[config.mk]
export PLATFORM = sky130hd
export DESIGN_NAME = pipe_if_ctrl
export DESIGN_NICKNAME = d
export VERILOG_FILES = /design/src/rtl/pipe_ctrl_pkg.sv /design/src/rtl/pipe_hazard_detect.sv /design/src/rtl/pipe_if_ctrl.sv
export SDC_FILE = /design/constraint.sdc
export NUM_CORES = 1
export LEC_CHECK = 0
export CAP_MARGIN = 20
export CORE_ASPECT_RATIO = 1.2
export CORE_UTILIZATION = 40
export CTS_CLUSTER_SIZE = 20
export DETAILED_ROUTE_END_ITERATION = 10
export GPL_TIMING_DRIVEN = 0
export PLACE_DENSITY = 0.88
export REMOVE_ABC_BUFFERS = 1
export SYNTH_ARGS = -nofsm -noshare
export SYNTH_HDL_FRONTEND = slang
export SYNTH_SLANG_ARGS = --single-unit
[constraint.sdc]
create_clock -name clk -period 4.35 [get_ports clk]
set_input_delay 0.87 -clock clk [delete_from_list [all_inputs] [get_ports clk]]
set_output_delay 0.87 -clock clk [all_outputs]
set_load 0.02 [all_outputs]
[src/rtl/pipe_ctrl_pkg.sv]
// Shared encodings for the IF-stage pipeline controller: states, next-PC selects,
// trap vectors and the bundle of control outputs driven each cycle.
package pipe_ctrl_pkg;

  typedef enum logic [1:0] {
    ST_RUN       = 2'd0,
    ST_LU_STALL  = 2'd1,
    ST_IMEM_WAIT = 2'd2,
    ST_TRAP      = 2'd3
  } state_e;

  typedef enum logic [2:0] {
    PC_PLUS4    = 3'b000,
    PC_CONBA    = 3'b001,
    PC_JT       = 3'b010,
    PC_DATABUSA = 3'b011,
    PC_IRQ      = 3'b100,
    PC_EXC      = 3'b101
  } pcsrc_e;

  localparam logic [31:0] IRQ_VECTOR = 32'h8000_0004;
  localparam logic [31:0] EXC_VECTOR = 32'h8000_0008;

  typedef struct packed {
    pcsrc_e pc_src;
    logic   pc_write;
    logic   stall;
    logic   enable;
    logic   flush_ifid;
    logic   flush_idex;
  } ctrl_t;

  localparam ctrl_t CTRL_RUN = '{pc_src: PC_PLUS4, pc_write: 1'b1, stall: 1'b0,
                                 enable: 1'b1, flush_ifid: 1'b0, flush_idex: 1'b0};
  localparam ctrl_t CTRL_OFF = '{pc_src: PC_PLUS4, pc_write: 1'b0, stall: 1'b0,
                                 enable: 1'b0, flush_ifid: 1'b0, flush_idex: 1'b0};

  // Any PC redirect discards the fetched word; EX is flushed only when the
  // instruction sitting in ID/EX is also on the wrong path.
  function automatic ctrl_t redirect(input pcsrc_e src, input logic kill_idex);
    ctrl_t c;
    c            = CTRL_RUN;
    c.pc_src     = src;
    c.flush_ifid = 1'b1;
    c.flush_idex = kill_idex;
    return c;
  endfunction

endpackage

[src/rtl/pipe_hazard_detect.sv]
// Load-use hazard compare: a load in EX whose destination feeds either ID source.
module pipe_hazard_detect (
  input  logic       ex_memread,
  input  logic [4:0] ex_rt,
  input  logic [4:0] id_rs,
  input  logic [4:0] id_rt,
  output logic       load_use
);

  assign load_use = ex_memread && (ex_rt != 5'd0) &&
                    ((ex_rt == id_rs) || (ex_rt == id_rt));

endmodule

[src/rtl/pipe_if_ctrl.sv]
// IF-stage controller: prioritised next-PC select, stall/flush generation,
// fetch-timeout watchdog and post-trap interrupt masking.
module pipe_if_ctrl
  import pipe_ctrl_pkg::*;
#(
  parameter int MAX_WAIT     = 15,
  parameter int IRQ_MASK_CYC = 2
) (
  input  logic       clk,
  input  logic       reset,
  input  logic       ex_branch,
  input  logic       ALUOut,
  input  logic       id_jump,
  input  logic       id_jr,
  input  logic       id_undef,
  input  logic [4:0] id_rs,
  input  logic [4:0] id_rt,
  input  logic       ex_memread,
  input  logic [4:0] ex_rt,
  input  logic       irq,
  input  logic       pc_kernel,
  input  logic       imem_ready,
  output logic [2:0] PCSrc,
  output logic       PCWrite,
  output logic       Stall,
  output logic       enable,
  output logic       flush_ifid,
  output logic       flush_idex,
  output logic [1:0] state
);

  localparam int WW = $clog2(MAX_WAIT + 1);
  localparam int MB = (IRQ_MASK_CYC > 0) ? $clog2(IRQ_MASK_CYC + 1) : 1;
  localparam logic [WW-1:0] WAIT_LIMIT = WW'(MAX_WAIT);
  localparam logic [MB-1:0] MASK_LOAD  = MB'(IRQ_MASK_CYC);

  state_e        st, st_nxt;
  logic [WW-1:0] wait_cnt, wait_nxt;
  logic [MB-1:0] mask_cnt, mask_nxt;
  logic          load_use, timeout, irq_ok, trap;
  ctrl_t         ctrl;

  pipe_hazard_detect u_hazard (
    .ex_memread (ex_memread),
    .ex_rt      (ex_rt),
    .id_rs      (id_rs),
    .id_rt      (id_rt),
    .load_use   (load_use)
  );

  assign timeout = (st == ST_IMEM_WAIT) && (wait_cnt == WAIT_LIMIT);
  assign irq_ok  = irq && !pc_kernel && (mask_cnt == '0);

  always_comb begin
    ctrl     = CTRL_RUN;
    st_nxt   = ST_RUN;
    wait_nxt = '0;
    trap     = 1'b0;
    if (st == ST_TRAP) begin
      // Vector fetch is in flight; the word already in IF/ID is wrong-path.
      ctrl.flush_ifid = 1'b1;
    end else if (id_undef || timeout) begin
      ctrl = redirect(PC_EXC, 1'b1);
      trap = 1'b1;
    end else if (irq_ok) begin
      ctrl = redirect(PC_IRQ, 1'b1);
      trap = 1'b1;
    end else if (ex_branch && ALUOut) begin
      ctrl = redirect(PC_CONBA, 1'b1);
    end else if (id_jr) begin
      ctrl = redirect(PC_DATABUSA, 1'b0);
    end else if (id_jump) begin
      ctrl = redirect(PC_JT, 1'b0);
    end else if (st != ST_LU_STALL && load_use) begin
      ctrl.pc_write   = 1'b0;
      ctrl.stall      = 1'b1;
      ctrl.flush_idex = 1'b1;
      st_nxt          = ST_LU_STALL;
    end else if (st != ST_LU_STALL && !imem_ready) begin
      ctrl.pc_write = 1'b0;
      ctrl.stall    = 1'b1;
      st_nxt        = ST_IMEM_WAIT;
      // Timeout is checked first, so the increment stays below WAIT_LIMIT+1.
      wait_nxt      = (st == ST_IMEM_WAIT) ? wait_cnt + WW'(1) : WW'(1);
    end
    if (trap) st_nxt = ST_TRAP;
    mask_nxt = trap ? MASK_LOAD : ((mask_cnt != '0) ? mask_cnt - MB'(1) : '0);
    if (!reset) ctrl = CTRL_OFF;
  end

  always_ff @(posedge clk or negedge reset) begin
    if (!reset) begin
      st       <= ST_RUN;
      wait_cnt <= '0;
      mask_cnt <= '0;
    end else begin
      st       <= st_nxt;
      wait_cnt <= wait_nxt;
      mask_cnt <= mask_nxt;
    end
  end

  assign PCSrc      = ctrl.pc_src;
  assign PCWrite    = ctrl.pc_write;
  assign Stall      = ctrl.stall;
  assign enable     = ctrl.enable;
  assign flush_ifid = ctrl.flush_ifid;
  assign flush_idex = ctrl.flush_idex;
  assign state      = st;

endmodule

==> impl_results.md, run 1 <==
* Top Ports at 36
* Final worst path period share at 92.9%
* Hold violation total from the final report at 0
* Seq cells post-synth at 8
* Final #Nets at 137
* Post-CTS Setup Inserts at 0
* CP Class: input pin to primary output
* Total GRT Usage at 18.8%
* Main synth FF type: dfrtp_1
* Synth Instances at between 70 and 80
* Average cell area after synthesis at around 8.7 um^2
* Register area at 200 um^2
* Synth cell types at 31
* Antenna-violating nets left at 0
* Clk_lat worst skew at ~0.25 ns
* Cell accounting for the most synthesized area: dfrtp_1
* Synth-to-layout area growth at 60.9%
* Placer Congestion at between 0.7 and 0.8
* Crit path DAT at 3.17 ns
* Post-DP HPWL at 1300 um
* Crit start category: input pin
* Layout cells sized above 1 at ~7.4%
* Post-synthesis sequential area ratio at 31.9%
* Diodes inserted at 0
* Die X at 38.1 um
* RSZ-0062 raised after global routing: false
* Async SR Flop Fraction at 100%
* Hold Crit Start: wait_cnt[0]$_DFF_PN0_
* Status: finished, final reports clean
* Remaining DRCs at 0
* Design area at 1010 um^2
* Worst clock skew at 0.000139 ns
* First-pass GRT wire length at 2270 um
* Fill cells at 110
* R2R cell count at 6
* Actual slew at the worst max-slew pin at 0.468 ns
* R2R Path Start: wait_cnt[0]$_DFF_PN0_
* Area contributors post-synth: dfrtp_1 (32%), xnor2_1 (15%), nand2_1 (6.6%)
* Synth top cells by count: nand2_1 (11), xnor2_1 (11), dfrtp_1 (8)
* Pre-CTS WS at 0.309 ns
* Flop-to-flop setup slack at 2.38 ns
* H-Tree Depth at 1
* Die Area at 1730 um^2
* Psw at 0.0000756 W
* DRT Wirelength at 1600 um
* Clk pwr share at between 20% and 30%
* GRT Residual Overflow at 0
* TritonCTS clock tree: done
* Via count at 663
* Die H at 45.4 um
* PnR worst setup slack at roughly 0.31 ns
* Worst IR Drop VDD at about 150 uV
* Worst hold stages at 1
* Sw frac at 31.6%
* Vias in the first global route at 569
* Maximum net fanout on the critical path at 3
* CP Capture Type: primary output
* Fmax at ~0.25 GHz
* Clk slew on worst S/H paths at 0.05 ns
* Internal power at 0.000164 W
* Max_cap viols at 0
* Flop pwr share at 37.9%
* Relative slew slack at 68.7%
* Total Neg Setup Slack at 0 ns
* IO buf count at 35
* Core ar. at 1450 um^2
* Initial DRC Count at 17
* R2R Path End: wait_cnt[0]$_DFF_PN0_
* CP required at 3.48 ns
* Type of the tightest min-delay check: register to register
* Synth Warn # at 0
* Area after DPL at 986 um^2
* Clk sink count at 8
* Endpoint, Worst Hold: wait_cnt[0]$_DFF_PN0_
* Setup-failing EPs final at 0
* Post-synth top area share at 31.9%
* Number of flops mapped to enable cells by yosys at 0
* Mapped Area at 627 um^2
* Drt pass-1 iters at 4
* Post-CTS sizing at 0
* Largest net degree at the start of global routing at 14
* Non-Filler Instances at 125
* Cts hold-fix bufs at 0
* Initial Util at 43.4%
* Vias/cell at around 5.3
* Combinational power share at around two fifths
* Initial antenna violation count at 0
* Num CTS Buffers at 3
* # rows at 15
* Placed cell count at approximately 120
* Area of the multi-input gates at 407 um^2
* Lkg Pwr at 0.384 nW
* Pwr/cell area at roughly 240 nW/um^2
* Clock root buffer: clkbuf_4
* Routed wire per std cell at 12.8 um
* Fin. max-slew vios at 0
* Post-layout min period at 4.04 ns
* Worst-case clock buffer depth at 2
[worst max path at each step]
| stage | cells past startpoint | to | start |
|---|---|---|---|
| finish | 7 | Stall | ex_rt[0] |
| global route | 7 | Stall | ex_rt[4] |
| CTS | 7 | Stall | ex_rt[0] |
| detailed placement | 7 | Stall | ex_rt[0] |
| global placement | 7 | Stall | ex_rt[0] |
| floorplan | 5 | Stall | ex_rt[4] |
[registers in the layout, indices dropped and copies added, names as in the netlist]
register,count
state,2
wait_cnt,4
mask_cnt,2
[area by class of cell]
class / instances / area share, %
multi-input cells: 60 / 40.3
well taps: 17 / 2.11
flip-flops and latches: 8 / 19.9
clock buffers: 3 / 2.23
inverters: 2 / 0.744
repair buffers: 35 / 34.7
[cell usage in the layout (no fill, tap or decap), types with 3 or more instances in the layout]
master and instances:
xnor2_1 11, dfrtp_1 8, clkbuf_4 3, clkdlybuf4s50_1 35
nand2_1 11, nor2_1 6, nor3_1 3, nand3_1 3
[power groups by stage]
stage          clock [W]  sequential (W)  combinational (W)
2_1_floorplan          0       0.0000928          0.0000412
3_3_place_gp           0       0.0000916          0.0000918
3_5_place_dp           0       0.0000920          0.0000934
4_1_cts        0.0000591       0.0000909          0.0000939
5_1_grt        0.0000615       0.0000920          0.0000997
6_report       0.0000555       0.0000909          0.0000932
[critical path: stages]
cell             delay, ns
clkdlybuf4s50_1       0.54
xnor2_1               0.14
nand3_1               0.09
o22ai_1               0.26
nand2_1               0.15
a2111oi_0             0.44
clkdlybuf4s50_1       0.68
[layer usage]
| metal | track usage, % | part of all wire [%] |
|---|---|---|
| met5 | 0 | 0 |
| met4 | 10.7 | 0.88 |
| met3 | 4.93 | 9.6 |
| met2 | 31.2 | 47 |
| met1 | 21.5 | 43 |
[logic make-up after synthesis]
kind of cell	share of synthesized area, %
AO/OA/AOI/OAI	16.4
AND/OR/NAND/NOR	29.7
buffers and inverters	3.19
flip-flops	31.9
adder cells (fa/ha/maj)	2.00
XOR/XNOR	16.8
[per-stage QoR]
step	util, %	total power, W	hold slack [ns]
after global routing	69.8	0.000253	0.535
after floorplan	-	0.000134	0.479
after detailed placement	68.2	0.000185	0.503
after global placement	68.2	0.000183	0.491
final	69.8	0.000240	0.505
after CTS	69.8	0.000244	0.514
No activity file was read; power rests on OpenSTA's default activity.
==> inputs of run 2 (changes only) <==
--- a/config.mk
+++ b/config.mk
@@ -13,6 +13,7 @@
 export GPL_TIMING_DRIVEN = 0
 export PLACE_DENSITY = 0.88
 export REMOVE_ABC_BUFFERS = 1
+export SLEW_MARGIN = 20
 export SYNTH_ARGS = -nofsm -noshare
 export SYNTH_HDL_FRONTEND = slang
 export SYNTH_SLANG_ARGS = --single-unit
==> constraint.sdc (replaced) <==
create_clock -name clk -period 5.2 [get_ports clk]
set_input_delay 1.04 -clock clk [delete_from_list [all_inputs] [get_ports clk]]
set_output_delay 1.04 -clock clk [all_outputs]
set_load 0.02 [all_outputs]
==> results of run 2 <==
Same layout as run 1 (identical final DEF). Status: finished, final reports clean.
Main changes from that run: setup slack after placement 0.309 ns -> 0.819 ns; setup slack after layout 0.310 ns -> 0.820 ns; register-to-register setup slack 2.38 ns -> 3.23 ns; total power 0.000240 W -> 0.000200 W; worst IR drop on VDD 150 uV -> 125 uV
==> inputs of run 3 (changes only) <==
--- a/config.mk
+++ b/config.mk
@@ -7,11 +7,11 @@
 export LEC_CHECK = 0
 export CAP_MARGIN = 20
 export CORE_ASPECT_RATIO = 1.2
-export CORE_UTILIZATION = 40
+export CORE_UTILIZATION = 37
 export CTS_CLUSTER_SIZE = 20
 export DETAILED_ROUTE_END_ITERATION = 10
 export GPL_TIMING_DRIVEN = 0
-export PLACE_DENSITY = 0.88
+export PLACE_DENSITY = 0.82
 export REMOVE_ABC_BUFFERS = 1
 export SLEW_MARGIN = 20
 export SYNTH_ARGS = -nofsm -noshare
==> constraint.sdc (replaced) <==
create_clock -name clk -period 4.1 [get_ports clk]
set_input_delay 0.82 -clock clk [delete_from_list [all_inputs] [get_ports clk]]
set_output_delay 0.82 -clock clk [all_outputs]
set_load 0.02 [all_outputs]
==> run 3 against run 2 <==
  * Setup slack got worse by 0.64 ns
  * Via count rose by 4.7%
  * Final cell count did not move
  * Clock-buffer cell count did not move
  * Routed wire length rose by 7.1%
  * Critical endpoint unchanged
  * Design area did not move
  * Combinational power rose by 30%
  * Register-to-register slack got worse by 1.1 ns
  * Largest power group unchanged
  * Total power rose by 29%
==> impl_results.md, run 3 (same netlist as run 1, synthesis figures left out) <==
* Fmax at 0.255 GHz
* Layout cells sized above 1 at 7.41% (unchanged)
* Max_cap viols at 0 (unchanged)
* Final #Nets at 137 (unchanged)
* Post-CTS Setup Inserts at 0 (unchanged)
* Die Area at 1860 um^2 (+7.7%)
* DRT Wirelength at 1710 um (+7.1%)
* Pre-CTS WS at between 0.15 and 0.2 ns
* Type of the tightest min-delay check: register to register
* Num CTS Buffers at 3 (unchanged)
* Pwr/cell area at ~260 nW/um^2
* R2R Path Start: wait_cnt[0]$_DFF_PN0_
* H-Tree Depth at 1 (unchanged)
* IO buf count at 35 (unchanged)
* # rows at 15 (unchanged)
* Final worst path period share at 95.6%
* CP required at 3.28 ns
* Diodes inserted at 0 (unchanged)
* Total GRT Usage at 21.6% (+2.7 points)
* Setup-failing EPs final at 0 (unchanged)
* Most frequent cells in the layout: clkdlybuf4s50_1 (35), xnor2_1 (11), nand2_1 (11), dfrtp_1 (8), nor2_1 (6)
* Top Ports at 36 (unchanged)
* Clk_lat worst skew at 0.26 ns (about the same)
* Commonest non-fill, non-tap cell in the layout: clkdlybuf4s50_1
* Most flops, register: wait_cnt
* Remaining DRCs at 0 (unchanged)
* Cts hold-fix bufs at 0 (unchanged)
* Die X at 39.6 um (+3.8%)
* Post-DP HPWL at 1390 um (+7.0%)
* First-pass GRT wire length at 2630 um (+16%)
* Worst hold stages at 1 (unchanged)
* Vias in the first global route at 677 (+19%)
* PnR worst setup slack at ~0.18 ns
* Crit path DAT at 3.10 ns
* Endpoint, Worst Hold: wait_cnt[0]$_DFF_PN0_
* Vias/cell at 5.55 (+4.7%)
* Die H at 47.1 um (+3.8%)
* Relative slew slack at 66.1% (-2.6 points)
* Post-layout min period at 3.92 ns
* CP Class: input pin to primary output
* Crit start category: input pin
* Clk slew on worst S/H paths at 0.05 ns (about the same)
* Lkg Pwr at 0.384 nW (unchanged)
* Hold Crit Start: wait_cnt[0]$_DFF_PN0_
* Total Neg Setup Slack at 0 ns (unchanged)
* Core ar. at 1500 um^2 (+3.9%)
* CP Capture Type: primary output
* R2R Path End: wait_cnt[0]$_DFF_PN0_
* Worst-case clock buffer depth at 2 (unchanged)
* Antenna-violating nets left at 0 (unchanged)
* TritonCTS clock tree: done
* Synth-to-layout area growth at 60.9% (unchanged)
* Initial antenna violation count at 0 (unchanged)
* RSZ-0062 raised after global routing: false
* Clock root buffer: clkbuf_4
* Maximum net fanout on the critical path at 3 (unchanged)
* Post-CTS sizing at 0 (unchanged)
* R2R cell count at 6 (unchanged)
* Worst IR Drop VDD at roughly 180 uV
* Largest net degree at the start of global routing at 14 (unchanged)
* Via count at 694 (+4.7%)
* Status: finished, final reports clean
* Placer Congestion at 0.816 (+3.5%)
* Largest register FFs at 4 (unchanged)
* Actual slew at the worst max-slew pin at 0.506 ns (+0.0387 ns)
* Drt pass-1 iters at 6 (+2)
* Hold violation total from the final report at 0 (unchanged)
* GRT Residual Overflow at 0 (unchanged)
* Routed wire per std cell at 13.7 um (+7.1%)
* Initial Util at 41.7% (-1.6 points)
* Fin. max-slew vios at 0 (unchanged)
* Flop-to-flop setup slack at 2.12 ns
* Hold slack at 0.508 ns (+0.00266 ns)
* Initial DRC Count at 12 (-5)
* Clk sink count at 8 (unchanged)
* Worst clock skew at 0.000528 ns (+0.000388 ns)
[run 3: cell counts in the layout (fill, tap and decap cells not counted)]
Identical to the previous run, type by type.
[run 3: metrics by stage]
stage	util, %	instances	area, um^2	power (W)
final	67.2	125	1010	0.000258
after global routing	67.2	125	1010	0.000273
after floorplan	-	70	614	0.000142
after CTS	67.2	125	1010	0.000260
after global placement	65.7	122	986	0.000195
after detailed placement	65.7	122	986	0.000197
[run 3: worst max-delay path by stage]
stage	from	end	slack (ns)	cells after the start
5_1_grt	ex_rt[0]	Stall	0.01	7
6_report	ex_rt[0]	Stall	0.18	7
3_5_place_dp	ex_rt[0]	Stall	0.17	7
3_3_place_gp	ex_rt[4]	Stall	0.18	7
4_1_cts	ex_rt[0]	Stall	0.14	7
2_1_floorplan	ex_rt[4]	Stall	0.78	5
[run 3: report_power, final]
group	total, W	leakage (nW)	internal (W)	switching (W)
registers	0.0000955	0.104	0.0000860	0.00000955
logic	0.000101	0.266	0.0000545	0.0000463
clock network	0.0000620	0.0138	0.0000336	0.0000284
[run 3: routing by layer]
metal | vias up | global-route usage, % | routed length [um]
met5 | - | 0 | 0
met4 | 0 | 16.6 | 40
met3 | 5 | 5.21 | 165
met2 | 31 | 37.4 | 886
met1 | 332 | 21.7 | 617
li1 | 326 | - | -
[run 3: area by class of cell]
cell class	count	area, um^2
Fill cell	149	493
Multi-Input combinational cell	60	407
Timing Repair Buffer	35	350
Sequential cell	8	200
Clock buffer	3	22.5
Tap cell	17	21.3
Inverter	2	7.51
[run 3: critical path, cell delays in order]
cell	delay, ns
clkdlybuf4s50_1	0.54
xnor2_1	0.14
nand3_1	0.10
o22ai_1	0.29
nand2_1	0.13
a2111oi_0	0.41
clkdlybuf4s50_1	0.67
